## config.mk

```make
export PLATFORM = sky130hd
export DESIGN_NAME = box_sprite_renderer
export DESIGN_NICKNAME = d
export VERILOG_FILES = /design/src/rtl/box_sprite_renderer.sv
export SDC_FILE = /design/constraint.sdc
export NUM_CORES = 1
export LEC_CHECK = 0
export CAP_MARGIN = 20
export CORE_UTILIZATION = 40
export DETAILED_ROUTE_END_ITERATION = 12
export PLACE_DENSITY = 0.62
export RECOVER_POWER = 25
export SLEW_MARGIN = 20
export SYNTH_ARGS = -nofsm -noshare
export SYNTH_HDL_FRONTEND = slang
export SYNTH_SLANG_ARGS = --single-unit
```

## constraint.sdc

```tcl
create_clock -name clk -period 3.55 [get_ports clk]
set_clock_uncertainty 0.05 [all_clocks]
set_input_delay 0.71 -clock clk [delete_from_list [all_inputs] [get_ports clk]]
set_output_delay 0.71 -clock clk [all_outputs]
set_load 0.01 [all_outputs]
```

## src/rtl/box_sprite_renderer.sv

```systemverilog
// Per-frame snapshot of N boxes, per-line coverage mask built in horizontal blank,
// and a 2-stage pixel pipeline resolving each pixel to a 6-bit {R,G,B} colour.
module box_sprite_renderer #(
   parameter int          SCREEN_W = 640,
   parameter int          SCREEN_H = 480,
   parameter int          H_TOTAL  = 800,
   parameter int          V_TOTAL  = 525,
   parameter int          BOX_W    = 48,
   parameter int          BOX_H    = 32,
   parameter int          N        = 8,
   parameter logic [5:0]  BG_RGB   = 6'b000001
) (
   input  logic              clk,
   input  logic              rst_n,
   input  logic              frame_tick,
   input  logic [9:0]        hpos,
   input  logic [9:0]        vpos,
   input  logic              video_active,
   input  logic [10*N-1:0]   posx_flat,
   input  logic [9*N-1:0]    posy_flat,
   input  logic [3*N-1:0]    color_flat,
   input  logic [2*N-1:0]    power_flat,
   output logic [5:0]        rgb,
   output logic              hit_any,
   output logic [2:0]        hit_id
);

   localparam int KW = (N > 1) ? $clog2(N) : 1;

   typedef enum logic [1:0] {IDLE, SCAN, DONE} state_t;

   state_t          state_q;
   logic [9:0]      snap_x_q [N];
   logic [8:0]      snap_y_q [N];
   logic [2:0]      snap_c_q [N];
   logic [1:0]      snap_p_q [N];
   logic [3:0]      frame_cnt_q;
   logic            snap_pending_q;
   logic [9:0]      vnext_q;
   logic [KW-1:0]   k_q;
   logic [N-1:0]    pend_mask_q;
   logic [N-1:0]    line_mask_q;
   logic            s1_any_q;
   logic [2:0]      s1_id_q;
   logic            s1_va_q;
   logic [5:0]      rgb_q;
   logic            hit_any_q;
   logic [2:0]      hit_id_q;

   logic            scan_hit_d;
   logic            any_d;
   logic [2:0]      id_d;
   logic [5:0]      colour_d;

   function automatic logic [5:0] palette(input logic [2:0] idx);
      case (idx)
         3'd0:    palette = 6'b110000;
         3'd1:    palette = 6'b001100;
         3'd2:    palette = 6'b000011;
         3'd3:    palette = 6'b111100;
         3'd4:    palette = 6'b110011;
         3'd5:    palette = 6'b001111;
         3'd6:    palette = 6'b111111;
         default: palette = 6'b100100;
      endcase
   endfunction

   // Shadow copy of the game state; a tick seen mid-scan is deferred to the next IDLE cycle.
   always_ff @(posedge clk or negedge rst_n) begin
      if (!rst_n) begin
         for (int i = 0; i < N; i++) begin
            snap_x_q[i] <= 10'd0;
            snap_y_q[i] <= 9'd0;
            snap_c_q[i] <= 3'd0;
            snap_p_q[i] <= 2'd0;
         end
         frame_cnt_q    <= 4'd0;
         snap_pending_q <= 1'b0;
      end else if (state_q == IDLE && (frame_tick || snap_pending_q)) begin
         for (int i = 0; i < N; i++) begin
            snap_x_q[i] <= posx_flat[10*i +: 10];
            snap_y_q[i] <= posy_flat[9*i +: 9];
            snap_c_q[i] <= color_flat[3*i +: 3];
            snap_p_q[i] <= power_flat[2*i +: 2];
         end
         frame_cnt_q    <= frame_cnt_q + 4'd1;
         snap_pending_q <= 1'b0;
      end else if (frame_tick) begin
         snap_pending_q <= 1'b1;
      end
   end

   // Vertical coverage test for box k against the upcoming line.
   always_comb begin
      scan_hit_d = 1'b0;
      if (vnext_q < 10'(SCREEN_H)) begin
         scan_hit_d = ({1'b0, snap_y_q[k_q]} <= vnext_q) &&
                      (vnext_q < {1'b0, snap_y_q[k_q]} + 10'(BOX_H));
      end else begin
         scan_hit_d = 1'b0;
      end
   end

   // Line FSM: one box per clock during blank, mask handed over at the last pixel of the line.
   always_ff @(posedge clk or negedge rst_n) begin
      if (!rst_n) begin
         state_q     <= IDLE;
         vnext_q     <= 10'd0;
         k_q         <= '0;
         pend_mask_q <= '0;
         line_mask_q <= '0;
      end else begin
         case (state_q)
            IDLE: begin
               if (hpos == 10'(SCREEN_W)) begin
                  vnext_q <= (vpos == 10'(V_TOTAL - 1)) ? 10'd0 : vpos + 10'd1;
                  k_q     <= '0;
                  state_q <= SCAN;
               end
            end
            SCAN: begin
               pend_mask_q[k_q] <= scan_hit_d;
               k_q              <= k_q + KW'(1);
               if (k_q == KW'(N - 1)) begin
                  state_q <= DONE;
               end
            end
            DONE: begin
               if (hpos == 10'(H_TOTAL - 1)) begin
                  line_mask_q <= pend_mask_q;
                  state_q     <= IDLE;
               end
            end
            default: state_q <= IDLE;
         endcase
      end
   end

   // Horizontal coverage with lowest-index priority; 11-bit compare so x+BOX_W never wraps.
   always_comb begin
      any_d = 1'b0;
      id_d  = 3'd0;
      for (int i = N - 1; i >= 0; i--) begin
         if (line_mask_q[i] &&
             ({1'b0, snap_x_q[i]} <= {1'b0, hpos}) &&
             ({1'b0, hpos} < {1'b0, snap_x_q[i]} + 11'(BOX_W))) begin
            any_d = 1'b1;
            id_d  = 3'(i);
         end else begin
            any_d = any_d;
            id_d  = id_d;
         end
      end
   end

   // Colour lookup with power-state blink during the upper half of the 16-frame cycle.
   always_comb begin
      colour_d = BG_RGB;
      if (s1_any_q) begin
         colour_d = palette(snap_c_q[s1_id_q]);
         if (snap_p_q[s1_id_q] == 2'd1 && frame_cnt_q[3]) begin
            colour_d = ~palette(snap_c_q[s1_id_q]);
         end else begin
            colour_d = palette(snap_c_q[s1_id_q]);
         end
      end else begin
         colour_d = BG_RGB;
      end
   end

   // Two-stage pixel pipeline.
   always_ff @(posedge clk or negedge rst_n) begin
      if (!rst_n) begin
         s1_any_q  <= 1'b0;
         s1_id_q   <= 3'd0;
         s1_va_q   <= 1'b0;
         rgb_q     <= 6'd0;
         hit_any_q <= 1'b0;
         hit_id_q  <= 3'd0;
      end else begin
         s1_any_q <= any_d;
         s1_id_q  <= id_d;
         s1_va_q  <= video_active;
         if (s1_va_q) begin
            rgb_q     <= colour_d;
            hit_any_q <= s1_any_q;
            hit_id_q  <= s1_any_q ? s1_id_q : 3'd0;
         end else begin
            rgb_q     <= 6'd0;
            hit_any_q <= 1'b0;
            hit_id_q  <= 3'd0;
         end
      end
   end

   assign rgb     = rgb_q;
   assign hit_any = hit_any_q;
   assign hit_id  = hit_id_q;

endmodule

```

Word level (Yosys, flattened, before mapping). Cells that the tools add are included.

Bits in registers: 243. Input bits: 216. Logic and storage cells: 175.

Equal/unequal tests: 16. Reductions and logical operators: 29. Muxes and demuxes: 47. Bitwise gates (word level): 3. Add/sub/neg operators: 12. Order comparisons: 23.

Operator list (count): $add A10 B6 Y11 const B (8); $lt A10 B11 Y1 (8); $le A10 B10 Y1 (8); $pmux W6 S7 (1); $mux W3 (13); $eq A10 B10 Y1 const B (3); $mux W6 (5); $bmux W9 S3 (1); $logic_and A1 B1 Y1 (20); $mux W9 (2); $mux W1 (13); $eq A3 B3 Y1 const B (4); $add A10 B1 Y10 const B (1); $add A9 B6 Y10 const B (1); $le A9 B10 Y1 (1); $lt A10 B10 Y1 (1); $lt A10 B9 Y1 const B (1); $mux W10 (1); $mux W2 (5); $bmux W3 S3 (1); $bwmux W8 (1); $ge A4 B4 Y1 const B (2); $not A3 Y4 (2); $bmux W2 S3 (1); 20 further kinds (26).

Depth between registers and ports, before layout.
Depth in word-level cells: 12. Mapped depth: 14. Depth with buffers taken out: 12.

Worst setup path after synthesis. Ideal clock, no wire load.

Path type: reg-to-reg. Start: register k_q[1]. End: register pend_mask_q[0]. Arrival: 3.099 ns. Stages on the path, launching flop included: 14. Path slack: 0.335 ns. Required time: 3.435 ns. Path buffers: 2. Cell sequence: dfrtp_1 clkbuf_1 buf_2 mux4_2 mux2i_1 inv_1 ha_1 nor2b_1 o21a_1 o21ai_0 a21oi_1 o41ai_1 nor3b_2 mux2_2.

Word-level cells in the longest chain between the ends: 9. Elaborated cells on any way between the ends: 15. Classes of those cells: add/sub: 1; order compare: 4; mux: 7; bitwise: 1; reduce/logical: 2.

RTL lines: from (decl) (RTL line 40) `logic [KW-1:0] k_q;`; from (signal assigned) (RTL line 123) `k_q <= k_q + KW'(1);`; $not A3 Y4 (implied by the code) (RTL line 97, 98); $bmux W9 S3 (RTL line 97, 98); $mux W9 (implied by the code) (2 in series) (RTL line 97, 98); $add A9 B6 Y10 (RTL line 98) `(vnext_q < {1'b0, snap_y_q[k_q]} + 10'(BOX_H));`; $lt A10 B10 Y1 (RTL line 98); $logic_and A1 B1 Y1 (RTL line 97) `scan_hit_d = ({1'b0, snap_y_q[k_q]} <= vnext_q) &&`; $mux W1 (RTL line 96) `if (vnext_q < 10'(SCREEN_H)) begin`; $bwmux W8 (*) (RTL line 122) `pend_mask_q[k_q] <= scan_hit_d;`; to (signal, indexed assignment) (RTL line 122); to (decl) (RTL line 41) `logic [N-1:0] pend_mask_q;`.

Mark *: on every way between the ends. The rest lies on a longest branch, timed or not. The select of a mux whose other input is x is not followed. A chain may end at the register's enable or synchronous reset.

Final worst setup path.
Start: register k_q[0]. End: register pend_mask_q[6].

Same word-level chain as after synthesis.

==> impl_metrics.toml <==
[outcome]
status = "complete, but fails checks"
violations = "max-capacitance violations, max-slew violations"

[route]
drtIter0Drc = 486
viasPerCell = 5.28
drtPass1Iterations = 5
wl_per_cell_um = 19.2
num_vias = 11000
postRouteAntennaNets = 0
drt_wl_total_mm = 40.1
drc = 0

[pwr]
switching_share_pct = 29.6
p_clk_share_pct = 35.1
p_per_area_mw_per_mm2 = 452
p_leak_nw = 8.46
p_switching_w = 0.00252
share_seq_of_total_power_pct = 39.3
ir_worst_vdd_v = 0.000397
power_w = 0.00853
power_frac_comb_pct = 25.6
internal_power_w = 0.00601

[min_path]
hold_depth = 1
hp-class = "reg2reg"

[critical_path]
crit_end = "pend_mask_q[6]"
critPathSlowestCell = "mux4_2"
r2r_start = "k_q[0]"
worst_r2r_path_depth = 13
crit_path_end_kind = "flip-flop"
path_class = "reg2reg"
crit_start = "k_q[0]"
crit_cells = 13
crit_buf_inv = 2
critical_path.max_stage_delay_ns = 0.55
r2r-end = "pend_mask_q[6]"
crit_family = "multiplexers"
cp_cell_sequence = "buf_12 -> mux4_2 -> mux2_2 -> ha_1 -> xor2_1 -> ha_1 -> a21oi_1 -> nor2b_1 -> o21ai_0 -> nand3_1 -> nor3b_2 -> buf_4 -> mux2_2"
start_kind = "flip-flop"
critical_path_arrival_ns = 3.72
cp_max_fo = 19
worst-endpoint-required_ns = 4.01
r2r_slack_ns = 0.29

[finish]
finalNetCount = 2005
fin_cells = 2085
layout-drive-gt1-share_pct = 17.3
fin_area_mm2 = 0.0189
area_delta_synth_final_pct = 27.3
n_antenna_cell = 0

[synthesis]
ys_types = 69
synth_top_cell_area_share_pct = 41.0
synth.cell_area_mm2 = 0.0148
syn_inst = 1334
synth_common_cells = "dfrtp_1 (243), ha_1 (193), mux2_2 (158)"
synth_edf_count = 0
yosys_most_used_dff = "dfrtp_1"
synth_top_cell_by_area = "dfrtp_1"
yosys_warnings = 0
seq_area_frac_synth_pct = 41.0
synth.avg_cell_area_um2 = 11.1
ys_ff_latch = 243
yosys.cell_count.top_type = "dfrtp_1"
ys_async_sr_fraction_pct = 100
yosys-top-cells-area = "dfrtp_1 (41%), ha_1 (16%), mux2_2 (12%), o21ai_0 (3.5%), mux4_2 (3.3%)"
synth_nets = 1743

[clock_tree]
cts_buffer_depth = 3
hold_buffers = 0
insertion_delay_ns = 0.58
cts_tree = "yes"
ctsHtreeMaxLevel = 1
cts_setup_buffers = 0
cts_resized = 0
path_clk_slew_ns = 0.06
cts.sinks = 243
cts_buffers = 29
cts_root_buf = "clkbuf_16"

[die]
rows = 70
die_w_um = 194
start_util_pct = 40.6
die_height_um = 194
io_pins = 226
coreArea_mm2 = 0.0365
die_area_mm2 = 0.0378

[global_routing]
overflow = 0
top_usage_layer = "met2"
grtUsageMet2_pct = 36.5
grt_pass1_wl_mm = 64.0
first_global_vias = 11700
grt_use_met3_pct = 4.89
use_met1_pct = 27.2
antenna_found_initial = 2
grt_max_degree = 98
track_usage_pct = 21.5

[sta]
timing.final.crit_period_ns = 3.26
fmax_mhz = 307
timing.final.crit_share_pct = 91.8
finalSetupViolCount = 0
relSlewSlack_pct = -74.2
fin_setup_tns_ns = 0
rsz0062_at_grt = "no"
timing.final.ws_setup_ns = 0.292
hold_violations = 0
drv_slew = 96
tightest_slew_ns = 2.61

[placed_design]
placed_area_mm2 = 0.0179
dpl_worst_slack_ns = 0.150
numPortBuffers = 225
place_hpwl_mm = 30.7
dpl.cell_count = 2033
place.gp.congestion = 0.909

[job]
maxCapViolations = 1
==> worst reg2reg max path: stages, from the launching register on <==
cell	delay, ns
dfrtp_1	0.39
buf_12	0.22
mux4_2	0.56
mux2_2	0.34
ha_1	0.23
xor2_1	0.17
ha_1	0.30
a21oi_1	0.13
nor2b_1	0.05
o21ai_0	0.14
nand3_1	0.11
nor3b_2	0.18
buf_4	0.17
mux2_2	0.15
==> metal layers <==
metal / share of wire (%) / wire, um
met5: 0 / 0
met4: 2.6 / 1050
met3: 5.8 / 2330
met2: 48 / 19300
met1: 43 / 17400
==> power by group through the flow <==
stage	combinational [W]	clock [W]	sequential, W
floorplan	0.00140	0	0.00328
global placement	0.00214	0	0.00340
detailed placement	0.00219	0	0.00340
CTS	0.00221	0.00309	0.00336
global route	0.00244	0.00318	0.00340
finish	0.00218	0.00300	0.00335
==> per-stage QoR <==
| stage | hold WS [ns] | utilization [%] |
|---|---|---|
| 2_1_floorplan | 0.364 | - |
| 3_3_place_gp | 0.412 | 49.1 |
| 3_5_place_dp | 0.416 | 49.1 |
| 4_1_cts | 0.127 | 51.7 |
| 5_1_grt | 0.441 | 51.7 |
| 6_report | 0.418 | 51.7 |
==> final cells by class <==
type / instances / area, um2
multi-input combinational: 952 / 8180
inverter: 98 / 368
timing repair buffer: 272 / 2690
clock inverter: 11 / 129
fill: 3228 / 17700
sequential: 243 / 6080
clock buffer: 41 / 831
tap: 468 / 586
==> placed cells by master (no fill, tap or decap), types with 6 or more instances in the layout <==
cell type        instances
dfrtp_1                243
clkdlybuf4s50_1        222
ha_1                   193
mux2_2                 158
nand2_1                111
o21ai_0                105
inv_1                   98
a21oi_1                 49
nor2_1                  40
buf_4                   37
xor2_1                  34
clkbuf_16               29
nand4_1                 23
mux4_2                  22
nand3_1                 22
nor2b_1                 17
xnor2_1                 16
nand2b_1                12
a21o_1                  12
a211oi_1                10
mux2i_1                  9
o2111ai_1                9
o21a_1                   9
nor3_1                   8
clkbuf_1                 8
buf_12                   8
and3_1                   6
clkbuf_8                 6
clkinv_2                 6
==> worst min-delay path by stage <==
stage                         startpoint             end  slack, ns
final                     frame_cnt_q[3]  frame_cnt_q[3]       0.42
after CTS                          rst_n    snap_x_q[36]       0.13
after floorplan                    rst_n  frame_cnt_q[0]       0.36
after global placement    frame_cnt_q[3]  frame_cnt_q[3]       0.41
after global routing      frame_cnt_q[3]  frame_cnt_q[3]       0.44
after detailed placement  frame_cnt_q[3]  frame_cnt_q[3]       0.42
==> registers in the layout, indices dropped and copies added, names as in the netlist <==
| name | count |
|---|---|
| hit_id | 3 |
| snap_pending_q | 1 |
| frame_cnt_q | 4 |
| snap_x_q | 80 |
| vnext_q | 10 |
| s1_id_q | 3 |
| snap_y_q | 72 |
| snap_p_q | 16 |
| s1_any_q | 1 |
| hit_any | 1 |
| rgb | 6 |
| state_q | 2 |
| pend_mask_q | 8 |
| line_mask_q | 8 |
| s1_va_q | 1 |
| k_q | 3 |
| snap_c_q | 24 |
==> kinds of logic (layout without fill, tap and decap cells) <==
group / count (synthesis) / in the layout / synth area share (%)
AOI/OAI and AO/OA: 250 / 250 / 10.4
adders and majority gates: 193 / 193 / 16.3
xor gates and xnor gates: 51 / 51 / 3.06
and+or+nand+nor: 264 / 264 / 8.65
muxes: 194 / 194 / 16.7
buffers and inverters: 139 / 422 / 3.77
DFF: 243 / 243 / 41.0
Power figures use the tool's default switching activity.
